**config.mk**
```make
export PLATFORM = sky130hd
export DESIGN_NAME = tlul_uart_lite
export DESIGN_NICKNAME = d
export VERILOG_FILES = /design/src/rtl/tlul_pkg.sv /design/src/rtl/uart_lite_pkg.sv /design/src/rtl/uart_lite_tx_ser.sv /design/src/rtl/tlul_uart_lite.sv
export SDC_FILE = /design/constraint.sdc
export NUM_CORES = 1
export LEC_CHECK = 0
export CAP_MARGIN = 20
export CORE_MARGIN = 5
export CORE_UTILIZATION = 65
export CTS_CLUSTER_DIAMETER = 30
export DETAILED_ROUTE_END_ITERATION = 8
export DONT_BUFFER_PORTS = 1
export HOLD_SLACK_MARGIN = 0.15
export PLACE_DENSITY = 0.81
export SYNTH_ARGS = -nofsm -noshare
export SYNTH_HDL_FRONTEND = slang
export SYNTH_HIERARCHICAL = 1
export SYNTH_SLANG_ARGS = --single-unit
export TNS_END_PERCENT = 1
```
**constraint.sdc**
```tcl
create_clock -name clk_i -period 8.1 [get_ports clk_i]
set_input_delay 0.405 -clock clk_i [delete_from_list [all_inputs] [get_ports clk_i]]
set_output_delay 0.405 -clock clk_i [all_outputs]
set_load 0.02 [all_outputs]
```
**src/rtl/tlul_pkg.sv**
```systemverilog
// TL-UL channel bundles and opcodes shared by the crossbar and its devices.
package tlul_pkg;

  localparam logic [2:0] PUT_FULL_DATA    = 3'h0;
  localparam logic [2:0] PUT_PARTIAL_DATA = 3'h1;
  localparam logic [2:0] GET              = 3'h4;
  localparam logic [2:0] ACCESS_ACK       = 3'h0;
  localparam logic [2:0] ACCESS_ACK_DATA  = 3'h1;

  typedef struct packed {
    logic        a_valid;
    logic [2:0]  a_opcode;
    logic [2:0]  a_param;
    logic [1:0]  a_size;
    logic [7:0]  a_source;
    logic [31:0] a_address;
    logic [3:0]  a_mask;
    logic [31:0] a_data;
    logic        d_ready;
  } tl_h2d_t;

  typedef struct packed {
    logic        d_valid;
    logic [2:0]  d_opcode;
    logic [2:0]  d_param;
    logic [1:0]  d_size;
    logic [7:0]  d_source;
    logic        d_sink;
    logic [31:0] d_data;
    logic [3:0]  d_user;
    logic        d_error;
    logic        a_ready;
  } tl_d2h_t;

endpackage

```
**src/rtl/uart_lite_pkg.sv**
```systemverilog
// Register map, status layout and serializer states of the UART lite device.
package uart_lite_pkg;

  localparam int DIV_W = 16;

  localparam logic [11:0] TXDATA_OFF = 12'h0;
  localparam logic [11:0] STATUS_OFF = 12'h4;
  localparam logic [11:0] BAUD_OFF   = 12'h8;

  localparam int ST_FULL  = 0;
  localparam int ST_EMPTY = 1;
  localparam int ST_BUSY  = 2;

  typedef enum logic [1:0] {
    S_IDLE,
    S_START,
    S_DATA,
    S_STOP
  } ser_state_e;

endpackage

```
**src/rtl/uart_lite_tx_ser.sv**
```systemverilog
// 8N1 serializer: pops one byte in IDLE, then start, 8 data bits LSB first, stop.
module uart_lite_tx_ser
  import uart_lite_pkg::*;
(
  input  logic             clk_i,
  input  logic             rst_i,
  input  logic [DIV_W-1:0] div_i,
  input  logic [7:0]       data_i,
  input  logic             valid_i,
  output logic             ready_o,
  output logic             tx_o,
  output logic             busy_o
);

  ser_state_e       state;
  logic [DIV_W-1:0] cnt;
  logic [DIV_W-1:0] div_q;
  logic [2:0]       bit_cnt;
  logic [7:0]       shreg;
  logic             tx_q;
  logic             bit_end;

  assign bit_end = (cnt == div_q - DIV_W'(1));

  // div_q is re-sampled at every bit start so divider writes land on a boundary
  always_ff @(posedge clk_i) begin
    if (rst_i) begin
      state   <= S_IDLE;
      cnt     <= '0;
      div_q   <= '0;
      bit_cnt <= '0;
      shreg   <= '0;
      tx_q    <= 1'b1;
    end else begin
      cnt <= cnt + DIV_W'(1);
      unique case (state)
        S_IDLE: begin
          tx_q <= 1'b1;
          cnt  <= '0;
          if (valid_i) begin
            shreg <= data_i;
            div_q <= div_i;
            tx_q  <= 1'b0;
            state <= S_START;
          end
        end
        S_START: if (bit_end) begin
          cnt     <= '0;
          div_q   <= div_i;
          bit_cnt <= '0;
          tx_q    <= shreg[0];
          state   <= S_DATA;
        end
        S_DATA: if (bit_end) begin
          cnt   <= '0;
          div_q <= div_i;
          if (bit_cnt == 3'd7) begin
            tx_q  <= 1'b1;
            state <= S_STOP;
          end else begin
            bit_cnt <= bit_cnt + 3'd1;
            shreg   <= shreg >> 1;
            tx_q    <= shreg[1];
          end
        end
        S_STOP: if (bit_end) begin
          cnt   <= '0;
          state <= S_IDLE;
        end
        default: state <= S_IDLE;
      endcase
    end
  end

  assign ready_o = (state == S_IDLE);
  assign busy_o  = (state != S_IDLE);
  assign tx_o    = tx_q;

endmodule

```
**src/rtl/tlul_uart_lite.sv**
```systemverilog
// TL-UL write-only UART: register front end, TX FIFO and baud divider.
module tlul_uart_lite
  import tlul_pkg::*;
  import uart_lite_pkg::*;
#(
  parameter int               FIFO_DEPTH = 4,
  parameter logic [DIV_W-1:0] DIV_RESET  = 16'd868,
  parameter int               ADDR_W     = 12
) (
  input  logic    clk_i,
  input  logic    rst_i,
  input  tl_h2d_t tl_i,
  output tl_d2h_t tl_o,
  output logic    tx_o,
  output logic    tx_busy_o
);

  localparam int PW = $clog2(FIFO_DEPTH);
  localparam int CW = PW + 1;
  localparam logic [CW-1:0] DEPTH_C = CW'(FIFO_DEPTH);

  logic [7:0]       mem [FIFO_DEPTH];
  logic [PW-1:0]    wptr, rptr;
  logic [CW-1:0]    count;
  logic             full, empty, push, pop;
  logic             ser_ready, ser_busy;
  logic [DIV_W-1:0] baud;

  logic             rsp_pending;
  logic [2:0]       rsp_opcode;
  logic [1:0]       rsp_size;
  logic [7:0]       rsp_source;
  logic [31:0]      rsp_data;
  logic             rsp_error;

  logic             accept, is_get, is_put;
  logic             hit_tx, hit_st, hit_bd;
  logic             err_c, baud_we;
  logic [31:0]      data_c;
  logic [DIV_W-1:0] baud_new;
  logic [ADDR_W-1:0] off;
  logic [2:0]       status;

  assign full   = (count == DEPTH_C);
  assign empty  = (count == '0);
  assign status = {ser_busy, empty, full};
  assign accept = tl_i.a_valid && !rsp_pending;
  assign off    = {tl_i.a_address[ADDR_W-1:2], 2'b00};
  assign is_get = (tl_i.a_opcode == GET);
  assign is_put = (tl_i.a_opcode == PUT_FULL_DATA) ||
                  (tl_i.a_opcode == PUT_PARTIAL_DATA);
  assign hit_tx = (off == ADDR_W'(TXDATA_OFF));
  assign hit_st = (off == ADDR_W'(STATUS_OFF));
  assign hit_bd = (off == ADDR_W'(BAUD_OFF));

  always_comb begin
    err_c  = !(is_get || is_put) || !(hit_tx || hit_st || hit_bd) ||
             (is_put && hit_tx && tl_i.a_mask[0] && full);
    data_c = '0;
    if (!err_c && is_get && hit_st) data_c = {29'b0, status};
    if (!err_c && is_get && hit_bd) data_c = {16'b0, baud};
  end

  assign push    = accept && is_put && hit_tx && tl_i.a_mask[0] && !full;
  assign baud_we = accept && is_put && hit_bd;
  assign pop     = ser_ready && !empty;

  always_comb begin
    baud_new = baud;
    if (tl_i.a_mask[0]) baud_new[7:0]  = tl_i.a_data[7:0];
    if (tl_i.a_mask[1]) baud_new[15:8] = tl_i.a_data[15:8];
    if (baud_new == '0) baud_new = DIV_W'(1);
  end

  always_ff @(posedge clk_i) begin
    if (rst_i) begin
      rsp_pending <= 1'b0;
      rsp_opcode  <= '0;
      rsp_size    <= '0;
      rsp_source  <= '0;
      rsp_data    <= '0;
      rsp_error   <= 1'b0;
      baud        <= DIV_RESET;
    end else begin
      if (accept) begin
        rsp_pending <= 1'b1;
        rsp_opcode  <= is_get ? ACCESS_ACK_DATA : ACCESS_ACK;
        rsp_size    <= tl_i.a_size;
        rsp_source  <= tl_i.a_source;
        rsp_data    <= data_c;
        rsp_error   <= err_c;
      end else if (tl_i.d_ready) begin
        rsp_pending <= 1'b0;
      end
      if (baud_we) baud <= baud_new;
    end
  end

  always_ff @(posedge clk_i) begin
    if (rst_i) begin
      wptr  <= '0;
      rptr  <= '0;
      count <= '0;
    end else begin
      if (push) wptr <= wptr + PW'(1);
      if (pop)  rptr <= rptr + PW'(1);
      unique case ({push, pop})
        2'b10:   count <= count + CW'(1);
        2'b01:   count <= count - CW'(1);
        default: count <= count;
      endcase
    end
  end

  always_ff @(posedge clk_i) begin
    if (push) mem[wptr] <= tl_i.a_data[7:0];
  end

  always_comb begin
    tl_o          = '0;
    tl_o.a_ready  = !rsp_pending;
    tl_o.d_valid  = rsp_pending;
    tl_o.d_opcode = rsp_opcode;
    tl_o.d_size   = rsp_size;
    tl_o.d_source = rsp_source;
    tl_o.d_data   = rsp_data;
    tl_o.d_error  = rsp_error;
  end

  uart_lite_tx_ser u_ser (
    .clk_i   (clk_i),
    .rst_i   (rst_i),
    .div_i   (baud),
    .data_i  (mem[rptr]),
    .valid_i (!empty),
    .ready_o (ser_ready),
    .tx_o    (tx_o),
    .busy_o  (ser_busy)
  );

  assign tx_busy_o = ser_busy || !empty;

  logic unused_tl;
  assign unused_tl = ^{tl_i.a_param, tl_i.a_address[31:ADDR_W],
                       tl_i.a_address[1:0], tl_i.a_data[31:16],
                       tl_i.a_mask[3:2]};

endmodule
```
==> results by group, run 1 <==
Status
  • Status: finished, final reports clean

STA
  • Final setup TNS: 0 ps
  • Max_slew headroom: 29.22%
  • RSZ-0062 raised after global routing: false
  • Highest Clock Rate: 0.2790 GHz
  • Slew at the pin closest to its max-slew limit: 1059 ps
  • Min Clock Period, post-route: 3584 ps
  • Slew Limit Fails: 0
  • Final setup vio count: 0
  • Final Cycle Share: 44.24%
  • Final-report hold violation count: 0
  • Worst clock skew: 9.849 ps

Finish
  • Most frequent cells in the layout: dfxtp_1, nor2_1, a21oi_1
  • Nets: 800
  • Finished Layout Cells: 843
  • Fillers: 632
  • Fin util: 74.86%
  • Ratio of cells with drive above 1 in the final layout: 9.014%
  • Ant. Diodes: 0
  • Commonest non-fill, non-tap cell in the layout: dfxtp_1
  • Area Overhead vs Synth: 12.90%

Worst setup path
  • CP endpoint kind: flip-flop
  • Worst EP required: 8560 ps
  • Worst Path Arrival: 4040 ps
  • Worst r2r src: u_ser/div_q[0]$_SDFFE_PP0P_
  • Reg-to-Reg End: u_ser/shreg[1]$_SDFFE_PP0P_
  • Crit path max fanout: 15
  • R2R Setup Slk: 4520 ps
  • R2R cell count: 11
  • Startpoint type of the worst setup path: flip-flop
  • CP Class: reg2reg

Yosys
  • Synth cell types: 66
  • Synthesized cell area: 0.006451 mm^2
  • Register area share after synthesis: 45.93%
  • EDFF count, synth: 32
  • Syn Area/Cell: 9.487 um^2
  • Cell accounting for the most synthesized area: dfxtp_1
  • Post-Syn Instances: 680
  • Yosys top cell area share: 31.03%
  • Yosys warnings: 6
  • Seq cells post-synth: 132
  • Synth top area cells: dfxtp_1, edfxtp_1, a21oi_1
  • Post-synth ARST share: 0%
  • Main synth FF type: dfxtp_1

Global route
  • First-pass GRT wire length: 25.24 mm
  • Vias in the first global route: 5,134
  • Total gr overflow: 0
  • Pin count of the biggest net entering global routing: 83
  • Initial antenna violation count: 0
  • GRT Util Overall: 27.28%

Route
  • Vias post-DR: 5,427
  • DRC: 0
  • WL final: 15.55 mm
  • DR vias/cell: 6.438
  • WL per Instance: 18.45 um
  • Drt first pass iters: 8
  • Detailed Route Iter0 Violations: 549
  • Antenna-violating nets left: 0

Floorplanning
  • DIE AREA: 0.01202 mm^2
  • CORE AREA: 0.009729 mm^2
  • I/O Pins: 146
  • Std-Cell Rows: 36
  • Overall die width: 109.6 um
  • Initial Utilization: 66.31%
  • Die Y: 109.6 um

Run
  • Max-Cap Viols: 0

Clock tree
  • Clock transition at path regs: 60 ps
  • CTS tree: built
  • H-tree levels: 4
  • CTS Sinks: 132
  • Post-CTS Setup Bufs: 0
  • CTS Buf Count: 17
  • Clock Path Buffers: 2
  • Clk root buf: clkbuf_8
  • Worst-Skew Late Latency: 530 ps
  • Post-cts resize count: 0

Worst hold path
  • Class of the worst hold path: in2reg
  • Cells on Worst Hold Path: 4
  • Min-Delay Endpoint: baud[0]$_SDFFE_PP0P_
  • Hold Crit Start: tl_i[33]

Power
  • VDD IR max: 0.2006 mV
  • Cell Pwr Density: 264.6 mW/mm^2
  • Static leakage: 2.492 nW

Placed design
  • Placer Congestion: 0.8549
  • Dpl hpwl: 9.689 mm
  • PortBufs: 0
  • Inst Count DP: 774
[through the flow]
stage	setup slack (ps)	hold WS, ps	total power [mW]	instance area [um^2]
5_1_grt	4241	172.1	2.014	7283
3_5_place_dp	3918	460.5	1.152	6335
6_report	4516	176.4	1.927	7283
4_1_cts	3781	153.4	1.914	7263
2_1_floorplan	5012	449.2	1.097	6545
3_3_place_gp	4032	451.1	1.136	6335
[worst max-delay path: stages, from the launching register on]
cell     delay [ps]
dfxtp_1         390
inv_1            90
ha_1            170
nor3b_1         370
buf_2           290
mux2_2          350
o22ai_1         220
o22ai_1         140
or4b_4          540
o31a_1          410
or3_1           400
a21oi_1         140
[state kept, by name (all words and copies together), names as in the netlist, named ones only]
name and flops:
wptr 2, u_ser/shreg 8, rsp_source 8, baud 16, rsp_error 1, rsp_size 2
u_ser/div_q 16, u_ser/state 2, count 3, rsp_pending 1, rsp_opcode 1, u_ser/cnt 16
u_ser/tx_o 1, rsp_data 16, mem 32, u_ser/bit_cnt 3, rptr 2
[metal layers]
layer	up-vias	part of all wire [%]	global-route usage, %
met4	0	3.1	13.80
met3	51	8.9	9.219
li1	2460	-	-
met2	288	49	43.90
met5	-	0	0
met1	2628	39	32.55
[final cells by class]
| cell class | instances | area [um^2] | share of cell area (%) |
|---|---|---|---|
| inverters | 21 | 78.83 | 1.082 |
| well taps | 133 | 166.4 | 2.285 |
| flip-flops and latches | 132 | 2963 | 40.68 |
| clock buffers | 22 | 446.7 | 6.133 |
| clock inverters | 10 | 123.9 | 1.701 |
| multi-input cells | 487 | 3119 | 42.83 |
| repair buffers | 38 | 385.4 | 5.291 |
[kinds of logic (layout without fill, tap and decap cells)]
| kind of cell | Yosys count | count (layout) | synth area share, % |
|---|---|---|---|
| simple gates | 235 | 235 | 19.24 |
| compound gates | 158 | 158 | 15.46 |
| flops | 132 | 132 | 45.93 |
| buf+inv | 86 | 91 | 7.176 |
| xor+xnor | 36 | 36 | 4.887 |
| mux | 17 | 17 | 4.228 |
| fa+ha+maj | 15 | 15 | 3.026 |
| other cells | 1 | 26 | 0.05813 |
[worst max path at each step]
stage	from	end	slack, ps	cells past startpoint
after floorplan	u_ser/div_q[0]$_SDFFE_PP0P_	u_ser/shreg[5]$_SDFFE_PP0P_	5010	12
after global placement	u_ser/div_q[0]$_SDFFE_PP0P_	u_ser/div_q[12]$_SDFFE_PP0P_	4030	10
after detailed placement	u_ser/div_q[0]$_SDFFE_PP0P_	u_ser/div_q[1]$_SDFFE_PP0P_	3920	10
after CTS	u_ser/div_q[0]$_SDFFE_PP0P_	u_ser/div_q[8]$_SDFFE_PP0P_	3780	10
after global routing	u_ser/div_q[0]$_SDFFE_PP0P_	u_ser/bit_cnt[0]$_SDFFE_PP0P_	4240	11
final	u_ser/div_q[0]$_SDFFE_PP0P_	u_ser/shreg[1]$_SDFFE_PP0P_	4520	11
[cell usage after synthesis, types with 8 or more instances]
master,count
a21oi_1,57
a32oi_1,14
buf_4,28
clkbuf_1,25
dfxtp_1,100
edfxtp_1,32
ha_1,14
inv_1,21
mux4_2,8
nand2_1,43
nand3_1,39
nor2_1,58
nor3_1,12
nor3b_1,8
nor4_1,9
o21ai_0,33
o21ai_1,9
or3_1,11
xnor2_1,20
xor2_1,16
[where the power goes]
| part | switching [mW] | internal, mW |
|---|---|---|
| registers | 0.0404 | 0.702 |
| clock network | 0.288 | 0.453 |
| logic | 0.277 | 0.166 |
| total | 0.605 | 1.32 |
[what timing repair did]
item,CTS,global route
hold buffers,34,0
endpoints found under the setup margin,0,0
hold endpoints to repair,115,0
Power figures use the tool's default switching activity.
==> inputs of run 2 (changes only) <==
- ABC_AREA: default -> 1
- CORE_UTILIZATION: 65 -> 64
- PLACE_DENSITY: 0.81 -> 0.8
- clock period: 8.1 -> 3.7 ns (I/O delays scaled with it)
==> results by group, run 2 <==
Floorplanning
  • I/O Pins: 146
  • Initial Utilization: 65.08%
  • CORE AREA: 0.01079 mm^2
  • DIE AREA: 0.01317 mm^2
  • Std-Cell Rows: 38
  • Overall die width: 114.8 um
  • Die Y: 114.8 um

Finish
  • Commonest non-fill, non-tap cell in the layout: nand2_1
  • Largest Register: mem
  • Nets: 1,059
  • Most frequent cells in the layout: nand2_1, nor2_1, dfxtp_1
  • Max reg flops: 32
  • Area Overhead vs Synth: 13.45%
  • Ratio of cells with drive above 1 in the final layout: 11.04%
  • Ant. Diodes: 0
  • Final Cell Area: 0.007969 mm^2

STA
  • Slew at the pin closest to its max-slew limit: 951.2 ps
  • Max_slew headroom: 36.52%
  • RSZ-0062 raised after global routing: false
  • Final setup vio count: 0
  • Worst clock skew: 9.938 ps
  • Final Cycle Share: 92.54%
  • Min Clock Period, post-route: 3424 ps
  • Slew Limit Fails: 0
  • Final setup TNS: 0 ps
  • Final-report hold violation count: 0
  • Highest Clock Rate: 0.2921 GHz

Yosys
  • Synth Area in Simple Gates: 32.06%
  • Post-synth ARST share: 0%
  • Multiplexer share of the synthesized area: 0.5700%
  • Seq cells post-synth: 132
  • Register area share after synthesis: 42.18%
  • List of most frequent post-synthesis cells: nand2_1, nor2_1, dfxtp_1
  • Yosys warnings: 6
  • Largest family of logic cells by synthesized area: simple AND/OR/NAND/NOR gates
  • Post-Synth XOR/XNOR Area: 1.977%
  • Main synth FF type: dfxtp_1
  • Synth Area in Compound Gates: 10.40%
  • Yosys top cell area share: 28.50%
  • Synthesized cell area: 0.007024 mm^2
  • Cell accounting for the most synthesized area: dfxtp_1
  • Post-Synth Adder-Cell Area: 2.779%
  • Synth top area cells: dfxtp_1, edfxtp_1, nand2_1
  • Syn Area/Cell: 7.618 um^2
  • Most frequent cell after synthesis: nand2_1
  • Post-Syn Instances: 922
  • EDFF count, synth: 32
  • Synth cell types: 47

Clock tree
  • CTS Sinks: 132
  • CTS tree: built
  • Worst-Skew Late Latency: 520 ps
  • Clock transition at path regs: 70 ps
  • H-tree levels: 4
  • CTS Buf Count: 17
  • Post-cts resize count: 0
  • Clock Path Buffers: 2
  • Clk root buf: clkbuf_8

Worst setup path
  • Startpoint type of the worst setup path: input pin
  • Reg-to-Reg End: rsp_data[11]$_SDFFE_PP0N_
  • CP Class: in2reg
  • Worst r2r src: count[1]$_SDFFE_PP0P_
  • CP endpoint kind: flip-flop
  • Crit path max fanout: 11
  • R2R Setup Slk: 990 ps
  • Worst Path Arrival: 3890 ps
  • R2R cell count: 8
  • Worst EP required: 4170 ps

Route
  • WL per Instance: 15.28 um
  • DRC: 0
  • WL final: 16.95 mm
  • Drt first pass iters: 7
  • Detailed Route Iter0 Violations: 435
  • DR vias/cell: 5.498
  • Vias post-DR: 6,097
  • Antenna-violating nets left: 0

Global route
  • First-pass GRT wire length: 28.41 mm
  • Initial antenna violation count: 0
  • Vias in the first global route: 5,949
  • Pin count of the biggest net entering global routing: 35
  • Total gr overflow: 0
  • GRT Util Overall: 27.06%

Placed design
  • Dpl hpwl: 10.20 mm
  • Area post-placement: 0.006968 mm^2
  • Placer Congestion: 0.8459
  • PortBufs: 0

Worst hold path
  • Min-Delay Endpoint: wptr[0]$_SDFFE_PP0P_
  • Hold Crit Start: tl_i[33]
  • Class of the worst hold path: in2reg
  • Cells on Worst Hold Path: 4

Power
  • Cell Pwr Density: 577.2 mW/mm^2
  • Post-layout total power: 4.599 mW
  • VDD IR max: 0.5178 mV
  • Static leakage: 3.391 nW

Run
  • Max-Cap Viols: 0

Status
  • Status: finished, final reports clean
## run 2: layout make-up
| class | count | area (um^2) |
|---|---|---|
| clock buffers | 21 | 459.2 |
| clock inverters | 11 | 111.4 |
| fillers | 784 | 2824 |
| inverters | 89 | 334.1 |
| multi-input cells | 669 | 3458 |
| flip-flops and latches | 132 | 2963 |
| well taps | 140 | 175.2 |
| repair buffers | 47 | 467.9 |
## run 2: power by group
part	leakage, nW	switching, mW	internal (mW)	total [mW]
Combinational	2.01	0.870	0.438	1.31
Clock	0.277	0.658	0.958	1.62
Sequential	1.10	0.111	1.56	1.68
## run 2: worst max-delay path by stage
| stage | start | to | slack (ps) | cells past startpoint |
|---|---|---|---|---|
| 2_1_floorplan | rsp_pending$_SDFFE_PP0P_ | count[2]$_SDFFE_PP0P_ | 1590 | 11 |
| 3_3_place_gp | u_ser/div_q[0]$_SDFFE_PP0P_ | u_ser/div_q[3]$_SDFFE_PP0P_ | 1350 | 14 |
| 3_5_place_dp | u_ser/div_q[0]$_SDFFE_PP0P_ | u_ser/div_q[15]$_SDFFE_PP0P_ | 1300 | 14 |
| 4_1_cts | tl_i[82] | rsp_data[11]$_SDFFE_PP0N_ | 420 | 9 |
| 5_1_grt | tl_i[82] | rsp_data[11]$_SDFFE_PP0N_ | 170 | 9 |
| 6_report | tl_i[82] | rsp_data[11]$_SDFFE_PP0N_ | 280 | 9 |
## run 2: cell families after synthesis
| logic type | after synthesis |
|---|---|
| xor gates and xnor gates | 15 |
| muxes | 4 |
| adders and majority gates | 15 |
| AOI/OAI and AO/OA | 129 |
| other | 1 |
| and+or+nand+nor | 480 |
| buffers and inverters | 146 |
| DFF | 132 |
## run 2: worst max-delay path: stages
cell	delay [ps]
dlygate4sd3_1	590
nor3_4	180
dlygate4sd3_1	750
inv_2	100
nor3_4	290
dlygate4sd3_1	960
nand3_2	120
a21oi_2	140
dlygate4sd3_1	560
## run 2: metrics by stage
step	hold slack (ps)	util (%)	std cells	setup WS (ps)
2_1_floorplan	256.5	-	947	1592
3_3_place_gp	259.9	64.56	1035	1350
3_5_place_dp	260.4	64.56	1035	1295
4_1_cts	181.0	73.83	1109	420.5
5_1_grt	223.8	73.83	1109	170.6
6_report	213.4	73.83	1109	276.1
## run 2: metal layers
layer,wire (um),up-vias,share of wire (%),global-route usage (%)
met5,0,-,0,0
met4,419,0,2.5,9.937
met3,1328,38,7.8,8.368
met2,8256,259,49,45.98
met1,6945,2783,41,32.42
li1,-,3017,-,-
## run 2: what timing repair did
item | 4_1_cts | 5_1_grt
endpoints found under the hold margin | 109 | 0
buffers inserted | 0 | 0
hold buffers | 42 | 0
==> inputs of run 3 (changes only) <==
- REMOVE_ABC_BUFFERS: default -> 1
==> results by group, run 3 (same netlist as run 2, synthesis figures left out) <==
Worst setup path
  • Crit path from: tl_i[82]
  • R2R cell count: 8
  • Worst Path Buf+Inv: 5
  • Crit-path cells: dlygate4sd3_1 > nor3_4 > dlygate4sd3_1 > inv_2 > nor3_4 > dlygate4sd3_1 > nand3_2 > a21oi_2 > dlygate4sd3_1
  • Crit path top cell by count: dlygate4sd3_1
  • Worst Path Arrival: 3820 ps
  • CP max stage cell: dlygate4sd3_1
  • CP peak stage delay: 990 ps
  • R2R Setup Slk: 980 ps
  • Crit path max-delay family: buffers and inverters
  • Reg-to-Reg End: rsp_data[6]$_SDFFE_PP0N_
  • Startpoint type of the worst setup path: input pin
  • CP endpoint kind: flip-flop
  • Worst r2r src: count[0]$_SDFFE_PP0P_
  • Worst EP required: 4170 ps
  • CP Class: in2reg
  • Crit path max fanout: 12

STA
  • Final setup vio count: 0
  • Slew at the pin closest to its max-slew limit: 945.4 ps
  • RSZ-0062 raised after global routing: false
  • Max_slew headroom: 36.90%
  • Final setup TNS: 0 ps
  • Final-report hold violation count: 0
  • Min Clock Period, post-route: 3347 ps
  • Worst clock skew: 6.810 ps
  • Final Cycle Share: 90.45%
  • Slew Limit Fails: 0
  • Highest Clock Rate: 0.2988 GHz

Route
  • DR vias/cell: 5.530
  • WL final: 16.81 mm
  • DRC: 0
  • Antenna-violating nets left: 0
  • WL per Instance: 15.12 um
  • Drt first pass iters: 5
  • Vias post-DR: 6,149
  • Detailed Route Iter0 Violations: 499

Placed design
  • Placer Congestion: 0.8846
  • Area post-placement: 0.006968 mm^2
  • Dpl hpwl: 10.27 mm
  • Inst Count DP: 1,035
  • PortBufs: 0

Status
  • Status: finished, final reports clean

Run
  • Max-Cap Viols: 0

Global route
  • GRT Util Overall: 26.41%
  • Pin count of the biggest net entering global routing: 35
  • Total gr overflow: 0
  • Initial antenna violation count: 0
  • First-pass GRT wire length: 27.86 mm
  • Vias in the first global route: 5,977

Finish
  • Finished Layout Cells: 1,112
  • Area Overhead vs Synth: 14.04%
  • Nets: 1,061
  • Commonest non-fill, non-tap cell in the layout: nand2_1
  • Reg area: 0.002963 mm^2
  • Ratio of cells with drive above 1 in the final layout: 11.12%
  • Largest Register: mem
  • Max reg flops: 32
  • Area of the multi-input gates: 0.003458 mm^2
  • Most frequent cells in the layout: nand2_1, nor2_1, dfxtp_1
  • Final Cell Area: 0.008010 mm^2
  • Fillers: 734

Floorplanning
  • Die Y: 114.8 um
  • Overall die width: 114.8 um
  • I/O Pins: 146
  • Std-Cell Rows: 38
  • Initial Utilization: 65.08%
  • CORE AREA: 0.01079 mm^2
  • DIE AREA: 0.01317 mm^2

Clock tree
  • Post-CTS Setup Bufs: 0
  • Clock Path Buffers: 2
  • CTS tree: built
  • Worst-Skew Late Latency: 530 ps
  • Clk root buf: clkbuf_8
  • H-tree levels: 4
  • Clock transition at path regs: 60 ps
  • CTS Sinks: 132
  • CTS Buf Count: 17
  • Post-cts resize count: 0

Worst hold path
  • Hold Crit Start: tl_i[45]
  • Cells on Worst Hold Path: 8
  • Class of the worst hold path: in2reg
  • Min-Delay Endpoint: rsp_error$_SDFFE_PP0N_

Power
  • VDD IR max: 0.4594 mV
  • Cell Pwr Density: 583.0 mW/mm^2
  • Static leakage: 3.389 nW
## run 3: cell type report
class	count	area share, %
repair buffers	49	6.029
diodes	1	0.03124
inverters	89	4.171
flip-flops and latches	132	36.99
clock inverters	15	2.249
multi-input cells	669	43.17
well taps	140	2.187
clock buffers	17	5.170
## run 3: how the worst max path moves through the flow
stage               cells after the start                           end
floorplan                              11         count[2]$_SDFFE_PP0P_
global placement                       14   u_ser/div_q[5]$_SDFFE_PP0P_
detailed placement                     14  u_ser/div_q[11]$_SDFFE_PP0P_
CTS                                     9      rsp_data[6]$_SDFFE_PP0N_
global route                            9      rsp_data[6]$_SDFFE_PP0N_
finish                                  9      rsp_data[6]$_SDFFE_PP0N_
## run 3: metal layers
metal,vias to the layer above,part of all wire (%),track usage (%)
met5,-,0,0
met4,0,3.1,11.97
met2,263,48,44.63
li1,3020,-,-
met1,2817,41,31.36
met3,49,7.7,7.474
## run 3: worst min-delay path: stages
cell	delay [ps]
nor2_1	20
nand2_1	80
nor2_4	70
nand3_2	100
nor2_2	90
nand2_1	60
o211ai_1	70
inv_1	50
## run 3: what timing repair did
item / 4_1_cts / 5_1_grt
hold buffers: 43 / 0
setup endpoints to repair: 0 / 0
endpoints found under the hold margin: 109 / 0
## run 3: where the power goes
group	leakage [nW]	total (mW)	internal (mW)	switching, mW
clock	0.273	1.68	1.03	0.653
combinational	2.02	1.32	0.439	0.879
sequential	1.10	1.67	1.56	0.105
## run 3: through the flow
stage	hold WS [ps]	total power, mW	utilization [%]	setup slack (ps)
after floorplan	247.4	2.695	-	808.1
after global placement	258.1	2.903	64.56	1362
after detailed placement	257.8	2.927	64.56	1275
after CTS	201.1	4.654	74.06	404.1
after global routing	265.0	4.933	74.19	228.5
final	232.0	4.670	74.22	353.3
